$ cat src/rtl/asp_pkg.sv
`default_nettype none
// ============================================================================
// Module      : asp_pkg
// Description : Shared opcode constants, arbitration pointer type and parity
//               helpers for the ASP issue scheduler.
// Revision    : 1.0 - initial release
// ============================================================================
package asp_pkg;

    localparam logic [1:0] OP_NOP     = 2'b00;
    localparam logic [1:0] OP_LOAD    = 2'b01;
    localparam logic [1:0] OP_COMPARE = 2'b10;
    localparam logic [1:0] OP_NET     = 2'b11;

    // Widest word the parity helper accepts; narrower words are zero-extended,
    // which leaves their XOR unchanged.
    localparam int PARITY_MAX_W = 64;

    // Round-robin pointer: names the port that wins when both are pending.
    typedef enum logic {
        PRIO_HOST = 1'b0,
        PRIO_NET  = 1'b1
    } prio_t;

    // Parity bit that makes {parity, data} XOR to zero (even parity).
    function automatic logic even_parity(input logic [PARITY_MAX_W-1:0] data);
        return ^data;
    endfunction

    // Only LOAD and COMPARE may be issued by the host.
    function automatic logic is_legal_host_op(input logic [1:0] op);
        return (op == OP_LOAD) || (op == OP_COMPARE);
    endfunction

endpackage
`default_nettype wire

$ cat src/rtl/asp_issue_sched_if.sv
`default_nettype none
// ============================================================================
// Module      : asp_issue_sched_if
// Description : Host/network request handshakes and pipeline-side outputs of
//               the ASP issue scheduler. "master" is the requester/pipeline
//               side, "slave" is the scheduler.
// Revision    : 1.0 - initial release
// ============================================================================
interface asp_issue_sched_if #(
    parameter int DATA_SIZE = 32,
    parameter int TAG_SIZE  = 8
);
    logic                          host_valid;
    logic                          host_ready;
    logic [1:0]                    host_opcode;
    logic [DATA_SIZE-1:0]          host_data;
    logic                          host_err;
    logic                          net_valid;
    logic                          net_ready;
    logic [DATA_SIZE+TAG_SIZE-1:0] net_ndt;
    logic                          pipe_hold;
    logic [1:0]                    opcode_out;
    logic [DATA_SIZE:0]            dpp_out;
    logic [DATA_SIZE+TAG_SIZE-1:0] ndt_out;
    logic [15:0]                   host_issued;
    logic [15:0]                   net_issued;

    modport master (
        output host_valid, host_opcode, host_data, net_valid, net_ndt, pipe_hold,
        input  host_ready, host_err, net_ready, opcode_out, dpp_out, ndt_out,
               host_issued, net_issued
    );

    modport slave (
        input  host_valid, host_opcode, host_data, net_valid, net_ndt, pipe_hold,
        output host_ready, host_err, net_ready, opcode_out, dpp_out, ndt_out,
               host_issued, net_issued
    );
endinterface
`default_nettype wire

$ cat src/rtl/asp_req_buffer.sv
`default_nettype none
// ============================================================================
// Module      : asp_req_buffer
// Description : One-entry valid/ready holding register. Ready whenever empty
//               or when the held entry is granted this cycle, so a granted
//               buffer can be refilled in the same cycle.
// Revision    : 1.0 - initial release
// ============================================================================
module asp_req_buffer #(
    parameter int WIDTH = 34
) (
    input  wire logic             clk,
    input  wire logic             reset,
    input  wire logic             in_valid,
    output logic                  in_ready,
    input  wire logic [WIDTH-1:0] in_data,
    input  wire logic             grant,
    output logic                  buf_valid,
    output logic [WIDTH-1:0]      buf_data
);
    logic             r_valid;
    logic [WIDTH-1:0] r_data;
    logic             w_accept;

    assign in_ready  = !r_valid || grant;
    assign w_accept  = in_valid && in_ready;
    assign buf_valid = r_valid;
    assign buf_data  = r_data;

    // Capture on accept; drain on grant when nothing replaces the entry.
    always_ff @(posedge clk) begin
        if (reset) begin
            r_valid <= 1'b0;
            r_data  <= '0;
        end else if (w_accept) begin
            r_valid <= 1'b1;
            r_data  <= in_data;
        end else if (grant) begin
            r_valid <= 1'b0;
        end
    end
endmodule
`default_nettype wire

$ cat src/rtl/asp_issue_sched.sv
`default_nettype none
// ============================================================================
// Module      : asp_issue_sched
// Description : Shares the ASP first pipeline stage between the host command
//               port and the network port. Buffers one request per port,
//               arbitrates round-robin and loads an opcode/data-parity/ndt
//               word (or a NOP bubble) into the output register every cycle.
// Revision    : 1.0 - initial release
// ============================================================================
module asp_issue_sched
    import asp_pkg::*;
#(
    parameter int DATA_SIZE = 32,
    parameter int TAG_SIZE  = 8
) (
    input  wire logic    clk,
    input  wire logic    reset,
    asp_issue_sched_if.slave bus
);
    localparam int HOST_W = 2 + DATA_SIZE;
    localparam int NDT_W  = DATA_SIZE + TAG_SIZE;

    logic                 w_host_bv;
    logic [HOST_W-1:0]    w_host_bd;
    logic                 w_net_bv;
    logic [NDT_W-1:0]     w_net_bd;
    logic                 w_host_grant;
    logic                 w_net_grant;
    logic [1:0]           w_host_op;
    logic [DATA_SIZE-1:0] w_host_data;
    logic [DATA_SIZE-1:0] w_net_data;

    prio_t                r_prio;
    prio_t                w_prio_nxt;

    logic [1:0]           r_opcode;
    logic [DATA_SIZE:0]   r_dpp;
    logic [NDT_W-1:0]     r_ndt;
    logic                 r_host_err;
    logic [15:0]          r_host_cnt;
    logic [15:0]          r_net_cnt;

    logic [1:0]           w_opcode_nxt;
    logic [DATA_SIZE:0]   w_dpp_nxt;
    logic [NDT_W-1:0]     w_ndt_nxt;
    logic                 w_err_nxt;
    logic                 w_host_inc;
    logic                 w_net_inc;

    asp_req_buffer #(.WIDTH(HOST_W)) u_host_buf (
        .clk       (clk),
        .reset     (reset),
        .in_valid  (bus.host_valid),
        .in_ready  (bus.host_ready),
        .in_data   ({bus.host_opcode, bus.host_data}),
        .grant     (w_host_grant),
        .buf_valid (w_host_bv),
        .buf_data  (w_host_bd)
    );

    asp_req_buffer #(.WIDTH(NDT_W)) u_net_buf (
        .clk       (clk),
        .reset     (reset),
        .in_valid  (bus.net_valid),
        .in_ready  (bus.net_ready),
        .in_data   (bus.net_ndt),
        .grant     (w_net_grant),
        .buf_valid (w_net_bv),
        .buf_data  (w_net_bd)
    );

    assign w_host_op   = w_host_bd[HOST_W-1:DATA_SIZE];
    assign w_host_data = w_host_bd[DATA_SIZE-1:0];
    assign w_net_data  = w_net_bd[NDT_W-1:TAG_SIZE];

    // A lone pending buffer always wins; a tie goes to the pointer's port.
    assign w_host_grant = !bus.pipe_hold && w_host_bv && (!w_net_bv || (r_prio == PRIO_HOST));
    assign w_net_grant  = !bus.pipe_hold && w_net_bv  && (!w_host_bv || (r_prio == PRIO_NET));

    // Pointer moves to the loser after a grant, holds otherwise.
    always_comb begin
        w_prio_nxt = r_prio;
        if (w_host_grant) begin
            w_prio_nxt = PRIO_NET;
        end else if (w_net_grant) begin
            w_prio_nxt = PRIO_HOST;
        end
    end

    // Pointer register.
    always_ff @(posedge clk) begin
        if (reset) begin
            r_prio <= PRIO_HOST;
        end else begin
            r_prio <= w_prio_nxt;
        end
    end

    // Build the next pipeline word; illegal host opcodes become a NOP bubble.
    always_comb begin
        w_opcode_nxt = OP_NOP;
        w_dpp_nxt    = '0;
        w_ndt_nxt    = '0;
        w_err_nxt    = 1'b0;
        w_host_inc   = 1'b0;
        w_net_inc    = 1'b0;
        if (w_host_grant) begin
            if (is_legal_host_op(w_host_op)) begin
                w_opcode_nxt = w_host_op;
                w_dpp_nxt    = {even_parity(PARITY_MAX_W'(w_host_data)), w_host_data};
                w_host_inc   = 1'b1;
            end else begin
                w_err_nxt    = 1'b1;
            end
        end else if (w_net_grant) begin
            w_opcode_nxt = OP_NET;
            w_dpp_nxt    = {even_parity(PARITY_MAX_W'(w_net_data)), w_net_data};
            w_ndt_nxt    = w_net_bd;
            w_net_inc    = 1'b1;
        end
    end

    // Output register and wrapping issue counters.
    always_ff @(posedge clk) begin
        if (reset) begin
            r_opcode   <= OP_NOP;
            r_dpp      <= '0;
            r_ndt      <= '0;
            r_host_err <= 1'b0;
            r_host_cnt <= '0;
            r_net_cnt  <= '0;
        end else begin
            r_opcode   <= w_opcode_nxt;
            r_dpp      <= w_dpp_nxt;
            r_ndt      <= w_ndt_nxt;
            r_host_err <= w_err_nxt;
            if (w_host_inc) begin
                r_host_cnt <= r_host_cnt + 16'd1;
            end
            if (w_net_inc) begin
                r_net_cnt <= r_net_cnt + 16'd1;
            end
        end
    end

    assign bus.opcode_out  = r_opcode;
    assign bus.dpp_out     = r_dpp;
    assign bus.ndt_out     = r_ndt;
    assign bus.host_err    = r_host_err;
    assign bus.host_issued = r_host_cnt;
    assign bus.net_issued  = r_net_cnt;
endmodule
`default_nettype wire

$ cat src/flat_wrapper.sv
// flat-port wrapper written by rule: the top's interface ports become plain ports
module asp_issue_sched_flat import asp_pkg::*;
#(
    parameter int DATA_SIZE = 32,
    parameter int TAG_SIZE  = 8
)
  (clk, reset, bus_host_valid, bus_host_opcode, bus_host_data, bus_net_valid, bus_net_ndt, bus_pipe_hold, bus_host_ready, bus_host_err, bus_net_ready, bus_opcode_out, bus_dpp_out, bus_ndt_out, bus_host_issued, bus_net_issued);
  asp_issue_sched_if #(.DATA_SIZE(DATA_SIZE), .TAG_SIZE(TAG_SIZE)) bus_i ();
  input  wire logic clk;
  input  wire logic reset;
  input wire logic [$bits(bus_i.host_valid)-1:0] bus_host_valid;
  input wire logic [$bits(bus_i.host_opcode)-1:0] bus_host_opcode;
  input wire logic [$bits(bus_i.host_data)-1:0] bus_host_data;
  input wire logic [$bits(bus_i.net_valid)-1:0] bus_net_valid;
  input wire logic [$bits(bus_i.net_ndt)-1:0] bus_net_ndt;
  input wire logic [$bits(bus_i.pipe_hold)-1:0] bus_pipe_hold;
  output wire logic [$bits(bus_i.host_ready)-1:0] bus_host_ready;
  output wire logic [$bits(bus_i.host_err)-1:0] bus_host_err;
  output wire logic [$bits(bus_i.net_ready)-1:0] bus_net_ready;
  output wire logic [$bits(bus_i.opcode_out)-1:0] bus_opcode_out;
  output wire logic [$bits(bus_i.dpp_out)-1:0] bus_dpp_out;
  output wire logic [$bits(bus_i.ndt_out)-1:0] bus_ndt_out;
  output wire logic [$bits(bus_i.host_issued)-1:0] bus_host_issued;
  output wire logic [$bits(bus_i.net_issued)-1:0] bus_net_issued;
  assign bus_i.host_valid = bus_host_valid;
  assign bus_i.host_opcode = bus_host_opcode;
  assign bus_i.host_data = bus_host_data;
  assign bus_i.net_valid = bus_net_valid;
  assign bus_i.net_ndt = bus_net_ndt;
  assign bus_i.pipe_hold = bus_pipe_hold;
  assign bus_host_ready = bus_i.host_ready;
  assign bus_host_err = bus_i.host_err;
  assign bus_net_ready = bus_i.net_ready;
  assign bus_opcode_out = bus_i.opcode_out;
  assign bus_dpp_out = bus_i.dpp_out;
  assign bus_ndt_out = bus_i.ndt_out;
  assign bus_host_issued = bus_i.host_issued;
  assign bus_net_issued = bus_i.net_issued;
  asp_issue_sched #(.DATA_SIZE(DATA_SIZE), .TAG_SIZE(TAG_SIZE)) u_core (.clk(clk), .reset(reset), .bus(bus_i));
endmodule
$ cat config.mk
export PLATFORM = sky130hd
export DESIGN_NAME = asp_issue_sched_flat
export DESIGN_NICKNAME = d
export VERILOG_FILES = /design/src/rtl/asp_pkg.sv /design/src/rtl/asp_issue_sched_if.sv /design/src/rtl/asp_req_buffer.sv /design/src/rtl/asp_issue_sched.sv /design/src/flat_wrapper.sv
export SDC_FILE = /design/constraint.sdc
export NUM_CORES = 1
export LEC_CHECK = 0
export CAP_MARGIN = 40
export CORE_ASPECT_RATIO = 0.6
export CORE_MARGIN = 2
export CORE_UTILIZATION = 49
export CTS_BUF_LIST = sky130_fd_sc_hd__clkbuf_8
export DETAILED_ROUTE_END_ITERATION = 6
export GPL_ROUTABILITY_DRIVEN = 0
export HOLD_SLACK_MARGIN = 0.02
export PLACE_DENSITY = 0.86
export SETUP_SLACK_MARGIN = 0.2
export SYNTH_ARGS = -nofsm -noshare
export SYNTH_HDL_FRONTEND = slang
export SYNTH_SLANG_ARGS = --single-unit
$ cat constraint.sdc
create_clock -name clk -period 2.3 [get_ports clk]
set_input_delay 0.23 -clock clk [delete_from_list [all_inputs] [get_ports clk]]
set_output_delay 0.23 -clock clk [all_outputs]
set_load 0.01 [all_outputs]
Yosys cells after proc, flatten, opt, wreduce, memory -nomap -nowiden
Index checks and enable logic that the tools add are counted.
{"block": "word_totals", "reg_bits": 185, "output_inout_bits": 110, "word_cells": 55, "in_bits": 79}
{"block": "classes", "eq_ne": 2, "bitwise_logic": 3, "n_mux": 16, "reduce_logical": 21, "add_sub_neg": 2}
{"op": "$reduce_xor 64->1", "n": 2}
{"op": "$mux 33", "n": 3}
{"op": "$add 16x1->16 const B", "n": 2}
{"op": "$mux 1", "n": 10}
{"op": "$logic_and 1x1->1", "n": 6}
{"op": "$mux 2", "n": 3}
{"op": "$reduce_bool 2->1", "n": 3}
{"op": "$logic_or 1x1->1", "n": 5}
{"op": "$logic_not 1->1", "n": 3}
{"op": "$not 1->1", "n": 3}
{"op": "$reduce_or 3->1", "n": 1}
{"op": "$eq 2x1->1 const B", "n": 1}
{"op": "$eq 2x2->1 const B", "n": 1}
{"op": "$reduce_or 2->1", "n": 1}

Longest topological paths before layout
Gate-level depths: netlist of run 1.
{"block": "depth", "word_depth": 6, "mapped_depth": 8, "ltp_nobuf": 8}

By module
A second synthesis of run 1 with hierarchy kept.
{"block": "hier_totals", "cells_unflattened": 741, "hier_area_um2": 7729.9}
{"module": "asp_issue_sched", "seq_area_each_um2": 2182.1, "area_each_um2": 4145.2, "instances": 1, "cells_each": 394}
{"module": "asp_req_buffer (u_core.u_net_buf)", "seq_area_each_um2": 820.8, "area_each_um2": 1925.6, "instances": 1, "cells_each": 187}
{"module": "asp_req_buffer (u_core.u_host_buf)", "seq_area_each_um2": 700.7, "area_each_um2": 1659.1, "instances": 1, "cells_each": 160}

Worst setup path after synthesis of run 1
OpenSTA, ideal clock, no wires.
{"block": "synth_path", "kind": "register to register", "startpoint": "reg u_core.u_host_buf.r_data[32] (netlist: u_core.u_host_buf.buf_data[32])", "endpoint": "reg u_core.r_host_cnt[13] (netlist: u_core.bus.host_issued[13])", "path_buffers": 0, "setup_time_ns": 0.128, "period_less_slack_ns": 1.780, "setup_slack_ns": 0.520, "required_time_ns": 2.172, "stages_incl_launch_ff": 9, "arrival_time_ns": 1.652, "path_cell_list": "dfxtp_1 inv_1 ha_1 nand4b_1 nor3_4 and4_4 nand3_2 xor2_1 nor2_1"}
{"block": "synth_between", "elab_chain_len": 4, "elab_cells_between_ends": 5, "cone_classes": "2 x eq/ne; 2 x mux; 1 x reduce/logical"}
{"item": "start, declared", "line_no": "asp_req_buffer.sv:22", "rtl": "logic [WIDTH-1:0] r_data;"}
{"item": "start signal, assigned", "line_no": "asp_req_buffer.sv:37", "rtl": "r_data <= in_data;"}
{"item": "$eq 2x1->1 / $eq 2x2->1 (equally long branches)", "line_no": "asp_pkg.sv:32", "rtl": "return (op == OP_LOAD) || (op == OP_COMPARE);"}
{"item": "$logic_or 1x1->1 (*)", "line_no": "asp_pkg.sv:32"}
{"item": "$mux 1 (*)", "line_no": "asp_issue_sched.sv:108", "rtl": "if (is_legal_host_op(w_host_op)) begin"}
{"item": "$mux 1 (*)", "line_no": "asp_issue_sched.sv:107", "rtl": "if (w_host_grant) begin"}
{"item": "end signal, assigned", "line_no": "asp_issue_sched.sv:138", "rtl": "r_host_cnt <= r_host_cnt + 16'd1;"}
{"item": "end, declared", "line_no": "asp_issue_sched.sv:40", "rtl": "logic [15:0] r_host_cnt;"}
Every way passes the cells marked *; elsewhere a longest branch is shown, timed or not.
A chain may end at the register's enable or synchronous reset.

Final worst setup path of run 1
Same ends and word-level chain as after synthesis.

==> results of run 1 <==
power breakdown:
| group | total (mW) | switching (mW) | internal (mW) | leakage, nW |
|---|---|---|---|---|
| Clock | 2.18 | 1.25 | 0.937 | 0.200 |
| Sequential | 3.39 | 0.0858 | 3.30 | 1.50 |
| Combinational | 0.813 | 0.379 | 0.433 | 1.96 |
| Total | 6.38 | 1.71 | 4.67 | 3.66 |
path summary, 6_finish.rpt:
| path | startpoint | endpoint | slack [ps] | cells after the start |
|---|---|---|---|---|
| worst max-delay path | u_core.u_host_buf.buf_data[32]$_SDFFE_PP0P_ | u_core.bus.host_issued[13]$_SDFFE_PP0P_ | 310 | 8 |
| worst max register to register | u_core.u_host_buf.buf_data[32]$_SDFFE_PP0P_ | u_core.bus.host_issued[13]$_SDFFE_PP0P_ | 310 | 8 |
| worst min-delay path | reset | u_core.bus.host_issued[14]$_SDFFE_PP0P_ | 200 | 2 |
| worst min register to register | u_core.u_net_buf.buf_data[6]$_SDFFE_PP0P_ | u_core.u_net_buf.buf_data[6]$_SDFFE_PP0P_ | 450 | 2 |
synth_stat cells, drive strengths merged (3+ instances only):
| cell type | count | share of area [%] |
|---|---|---|
| buf | 15 | 1.3 |
| and2 | 43 | 4.0 |
| xor2 | 25 | 3.2 |
| xnor2 | 62 | 8.0 |
| o21ai | 7 | 0.63 |
| nor3 | 6 | 0.92 |
| a21oi | 82 | 6.1 |
| nand2 | 166 | 9.2 |
| ha | 4 | 0.74 |
| inv | 5 | 0.28 |
| or3 | 5 | 0.46 |
| and3 | 4 | 0.37 |
| and4 | 4 | 0.55 |
| nand3 | 11 | 0.96 |
| nand4 | 4 | 0.37 |
| a21o | 32 | 3.5 |
| nand2b | 3 | 0.39 |
| dfxtp | 185 | 55 |
| clkbuf | 22 | 1.2 |
| nor2 | 27 | 1.5 |
cell families after synthesis:
family,share of synthesized area (%)
flops,54.7
xor+xnor,11.3
simple gates,19.6
fa+ha+maj,0.739
compound gates,10.6
mux,0.296
buf+inv,2.81
state kept, by name (all words and copies together) (netlist names):
register,flops
u_core.bus.ndt_out,40
u_core.u_net_buf.buf_data,40
u_core.u_host_buf.buf_data,34
u_core.bus.dpp_out,33
u_core.bus.host_issued,16
u_core.bus.net_issued,16
u_core.bus.opcode_out,2
u_core.bus.host_err,1
u_core.r_prio,1
u_core.u_host_buf.buf_valid,1
u_core.u_net_buf.buf_valid,1
per-layer routing:
layer / global-route usage (%) / vias to the layer above / wire [um]
li1: - / 2715 / -
met1: 34.8 / 2541 / 8480
met2: 34.8 / 187 / 7280
met3: 7.18 / 8 / 1460
met4: 5.43 / 2 / 72
met5: 0 / - / 13
worst max-delay path: cells and delay by family, from the launching register on:
| family | cells | cell delay, ps |
|---|---|---|
| flip-flops | 1 | 400 |
| adder cells (fa/ha/maj) | 1 | 320 |
| XOR/XNOR | 1 | 150 |
| AND/OR/NAND/NOR | 5 | 940 |
| buffers and inverters | 1 | 60 |
final cells by class:
| type | instances | area (um^2) |
|---|---|---|
| Fill cell | 1068 | 4330 |
| Sequential cell | 185 | 3700 |
| Multi-Input combinational cell | 498 | 2900 |
| Timing Repair Buffer | 197 | 2010 |
| Clock buffer | 18 | 248 |
| Tap cell | 175 | 219 |
| Clock inverter | 14 | 158 |
| Inverter | 5 | 18.8 |
| Antenna cell | 1 | 2.50 |
timing repair:
item	CTS	global route
gates resized for setup	4	1
pin swaps	0	1
endpoints found under the hold margin	0	0
endpoints found under the setup margin	2	2
==> results by group, run 1 <==
Run status
  • Status: finished clean

Floorplanning
  • Initial core utilization: 49.8%
  • Core Region: 13600 um^2
  • Die area: 14800 um^2
  • Die height: 95.1 um
  • I/O pin count: 189
  • Die Wd: 156 um
  • Std cell rows: 33

Synthesis
  • Flops & latches, synth: around 190
  • Synth cell types: 38
  • Async SR Flop Fraction: 0%
  • Syn Area/Cell: roughly 9.3 um^2
  • Post-synth EDFFs: 0
  • Syn Nets: slightly above 800
  • Ys Warns: 0
  • Synth Flop Type: dfxtp_1
  • Register area share after synthesis: 54.7%
  • Mapped cell area: about 6800 um^2
  • Synthesized instance count: 725

Timing
  • Min Clock Period, post-route: just under 2000 ps
  • Clock skew: 17.0 ps
  • RSZ-0062 raised after global routing: false
  • Fmax: between 500 and 600 MHz
  • Worst hold slack: 196 ps
  • Setup tns final: 0 ps
  • Worst slew margin: 68.3%
  • Setup ws final: 311 ps
  • Worst slew pin tran: 476 ps
  • # setup viols final: 0
  • Fin. Hold Viols: 0
  • Crit share post-route: 86.5%
  • Slew Limit Fails: 0

Global route
  • Largest net degree at the start of global routing: 47
  • First-pass GRT wire length: ~27000 um
  • Initial antenna violation count: 2
  • Vias in the first global route: 5211
  • GRT overflow: 0
  • GRT Util Overall: 23.9%

Clocking
  • Setup bufs post-CTS: 0
  • Clock root cell: clkbuf_8
  • Hold_buf cts: 0
  • Bufs on Longest Clock Path: 2
  • Sink Count: 185
  • H-tree levels: 4
  • TritonCTS clock tree: built
  • Clk_lat worst skew: about 440 ps
  • Clk pin slew, worst setup/hold paths: 110 ps
  • Num CTS Buffers: 17

Layout
  • Layout cells sized above 1: 6.32%
  • Post-route insts no fill: 1093
  • Synth-to-layout area growth: 36.7%
  • Most common cell after layout, fill and taps aside: clkdlybuf4s50_1
  • Final Instance Area: 9250 um^2
  • Final net count: between 900 and 1000
  • Final core occ: 68.1%
  • Commonest cells after routing, fill and taps aside: clkdlybuf4s50_1 (185), dfxtp_1 (184), nand2_1 (166)

Placed design
  • PortBufs: 188
  • Placed Instance Area: 8840 um^2
  • Dpl hpwl: about 12000 um
  • Number of cells after detailed placement: 1060
  • Post-Place Setup Slack: 244 ps

Route
  • Average wire per standard cell: 15.8 um
  • DR pass1 iterations: 5
  • DR iter-0 viols: about 320
  • Number of nets with antenna violations after routing: 0
  • Vias: between 5000 and 6000
  • Final routed DRC violation total: 0
  • Via density: roughly 5
  • Routed wire length: between 15000 and 20000 um

Min path
  • Hold crit path type: primary input to flip-flop

Run
  • Max Cap Viol: 0

Setup path
  • Required time of the worst setup path: 2620 ps
  • CP Capture Type: flip-flop
  • Startpoint types: flip-flop
  • Worst EP arrival: 2310 ps
  • Crit path cell chain: inv_1 -> ha_2 -> nand4b_1 -> nor3_4 -> and4_4 -> nand3_2 -> xor2_1 -> nor2_1
  • Crit-path slowest cell: dfxtp_1
  • Slowest stage delay, CP: 400 ps
  • Maximum fanout along the worst path: 5
  • CP Class: flip-flop to flip-flop

Power
  • Pleak: 3.66 nW
  • Peak supply drop: 0.000395 V
  • Power Density: 690 nW/um^2
  • Final Power: 6.38 mW
(Power assumes the default switching activity.)
==> run 2, diff against run 1 <==
--- a/config.mk
+++ b/config.mk
@@ -13,7 +13,7 @@
 export DETAILED_ROUTE_END_ITERATION = 6
 export GPL_ROUTABILITY_DRIVEN = 0
 export HOLD_SLACK_MARGIN = 0.02
-export PLACE_DENSITY = 0.86
+export PLACE_DENSITY = 0.9
 export SETUP_SLACK_MARGIN = 0.2
 export SYNTH_ARGS = -nofsm -noshare
 export SYNTH_HDL_FRONTEND = slang
==> run 2 against run 1 <==
Against the previous run:
- non-clock buffer count unchanged
- count of clock-buffer cells in the layout decreased by 1
- power up 0.58%
- via count increased by 0.13%
- final area is essentially flat
- sequential power is essentially flat
- final cell count is the same
- critical endpoint unchanged
==> results by group, run 2 (synthesis results as in run 1) <==
Floorplanning
  • Initial core utilization: 49.8% (unchanged)
  • Die area: 14800 um^2 (unchanged)
  • I/O pin count: 189 (unchanged)
  • Std cell rows: 33 (unchanged)
  • Core Region: 13600 um^2 (unchanged)
  • Die height: 95.1 um (unchanged)
  • Die Wd: 156 um (unchanged)

Timing
  • Worst slew margin: 61.7% (-6.6 points)
  • # setup viols final: 0 (unchanged)
  • Crit share post-route: 83.5% (-3.0 points)
  • Fmax: 520 MHz (+3.5%)
  • Clock skew: 20.4 ps (+3.44 ps)
  • RSZ-0062 raised after global routing: false
  • Setup ws final: 379 ps (+68.1 ps)
  • Setup tns final: 0 ps (unchanged)
  • Slew Limit Fails: 0 (unchanged)
  • Min Clock Period, post-route: 1920 ps (-68.1 ps)
  • Worst hold slack: 129 ps (-67.5 ps)
  • Fin. Hold Viols: 0 (unchanged)
  • Worst slew pin tran: 575 ps (+99.2 ps)

Clocking
  • Num CTS Buffers: 17 (unchanged)
  • H-tree levels: 4 (unchanged)
  • Bufs on Longest Clock Path: 2 (unchanged)
  • Clock root cell: clkbuf_8
  • Hold_buf cts: 0 (unchanged)
  • Sink Count: 185 (unchanged)
  • Clk_lat worst skew: 450 ps (about the same)
  • TritonCTS clock tree: built
  • Clk pin slew, worst setup/hold paths: 110 ps (about the same)

Global route
  • GRT Util Overall: 24.1% (+0.25 points)
  • Vias in the first global route: 5168 (-0.83%)
  • Initial antenna violation count: 1 (-1)
  • First-pass GRT wire length: 27500 um (+0.25%)
  • GRT overflow: 0 (unchanged)
  • Largest net degree at the start of global routing: 54 (+15%)

Run status
  • Status: finished clean

Route
  • Routed wire length: 17500 um (+1.0%)
  • Final routed DRC violation total: 0 (unchanged)
  • Average wire per standard cell: 16.0 um (+1.0%)
  • Vias: 5460 (+0.13%)
  • Number of nets with antenna violations after routing: 0 (unchanged)
  • DR iter-0 viols: 284 (-9.8%)
  • Via density: 5.00 (+0.13%)
  • DR pass1 iterations: 5 (unchanged)

Setup path
  • Slowest stage delay, CP: 370 ps (-30 ps)
  • Crit path max-delay family: simple AND/OR/NAND/NOR gates
  • Required time of the worst setup path: 2640 ps (+20 ps)
  • Crit path cell chain: inv_1 -> ha_1 -> nand4b_1 -> nor3_4 -> and4_4 -> nand3_2 -> xor2_1 -> nor2_1
  • Crit-path slowest cell: dfxtp_1
  • Worst EP arrival: 2260 ps (-50 ps)
  • CP Capture Type: flip-flop
  • CP Class: flip-flop to flip-flop
  • Startpoint types: flip-flop
  • Maximum fanout along the worst path: 5 (unchanged)
  • Crit path buffers/inverters: 1 (unchanged)

Layout
  • Commonest cells after routing, fill and taps aside: clkdlybuf4s50_1 (185), dfxtp_1 (184), nand2_1 (166)
  • Final net count: 987 (unchanged)
  • Post-route insts no fill: 1093 (unchanged)
  • Most common cell after layout, fill and taps aside: clkdlybuf4s50_1
  • Final core occ: 68.1% (about the same)
  • Fillers: 1058 (-0.94%)
  • Area of the multi-input gates: 2890 um^2 (about the same)
  • Layout cells sized above 1: 6.22% (-0.11 points)
  • Synth-to-layout area growth: 36.6% (about the same)
  • FF+latch area: 3700 um^2 (unchanged)

Power
  • Pleak: 3.67 nW (about the same)
  • Peak supply drop: 0.000389 V (-1.5%)
  • Power Density: 694 nW/um^2 (+0.65%)

Placed design
  • Post-Place Setup Slack: 221 ps (-22.8 ps)
  • Number of cells after detailed placement: 1059 (-0.094%)
  • Dpl hpwl: 12600 um (+0.90%)
  • PortBufs: 188 (unchanged)

Run
  • Max Cap Viol: 0 (unchanged)

Min path
  • Hold crit path type: primary input to flip-flop
## run 2: path summary, 6_finish.rpt
| kind | slack (ps) | cells past startpoint | startpoint | endpoint |
|---|---|---|---|---|
| max | 380 | 8 | u_core.u_host_buf.buf_data[32]$_SDFFE_PP0P_ | u_core.bus.host_issued[13]$_SDFFE_PP0P_ |
| min | 130 | 2 | reset | u_core.bus.host_issued[7]$_SDFFE_PP0P_ |
| max reg2reg | 380 | 8 | u_core.u_host_buf.buf_data[32]$_SDFFE_PP0P_ | u_core.bus.host_issued[13]$_SDFFE_PP0P_ |
| min reg2reg | 450 | 2 | u_core.u_net_buf.buf_data[1]$_SDFFE_PP0P_ | u_core.u_net_buf.buf_data[1]$_SDFFE_PP0P_ |
## run 2: layer usage
metal  GRT usage, %  share of wire [%]  vias up  wire length, um
met2           35.7                 42      191             7420
met4           6.57                1.0        0              177
li1               -                  -     2719                -
met3           7.91                8.4       14             1460
met1           34.0                 48     2536             8430
met5              0                  0        -                0
## run 2: cell type report
cell class                 count  share of cell area, %
tap                          175                   2.37
timing repair buffer         197                   21.6
antenna                        1                 0.0271
clock buffer                  17                   2.53
clock inverter                15                   1.95
sequential                   185                   40.1
inverter                       5                  0.203
multi-input combinational    498                   31.3
## run 2: worst register-to-register path, cell delays in order (launching register included)
cell      delay, ps
dfxtp_1         370
inv_1            50
ha_1            370
nand4b_1        270
nor3_4          210
and4_4          270
nand3_2          80
xor2_1          140
nor2_1           50
## run 2: what timing repair did
action / in CTS / in global routing
endpoints found under the setup margin: 2 / 2
pin swaps: 0 / 1
gates resized for setup: 4 / 0
setup buffers: 0 / 1
## run 2: power breakdown
group	internal (mW)	switching (mW)	total [mW]
registers	3.30	0.0839	3.38
clock network	0.925	1.30	2.22
logic	0.430	0.386	0.815
total	4.65	1.77	6.42
## run 2: stage by stage
stage	power (mW)	cell area, um^2
global route	6.67	9250
finish	6.42	9250
CTS	6.47	9240
detailed placement	4.27	8820
global placement	4.25	8820
floorplan	3.95	6770
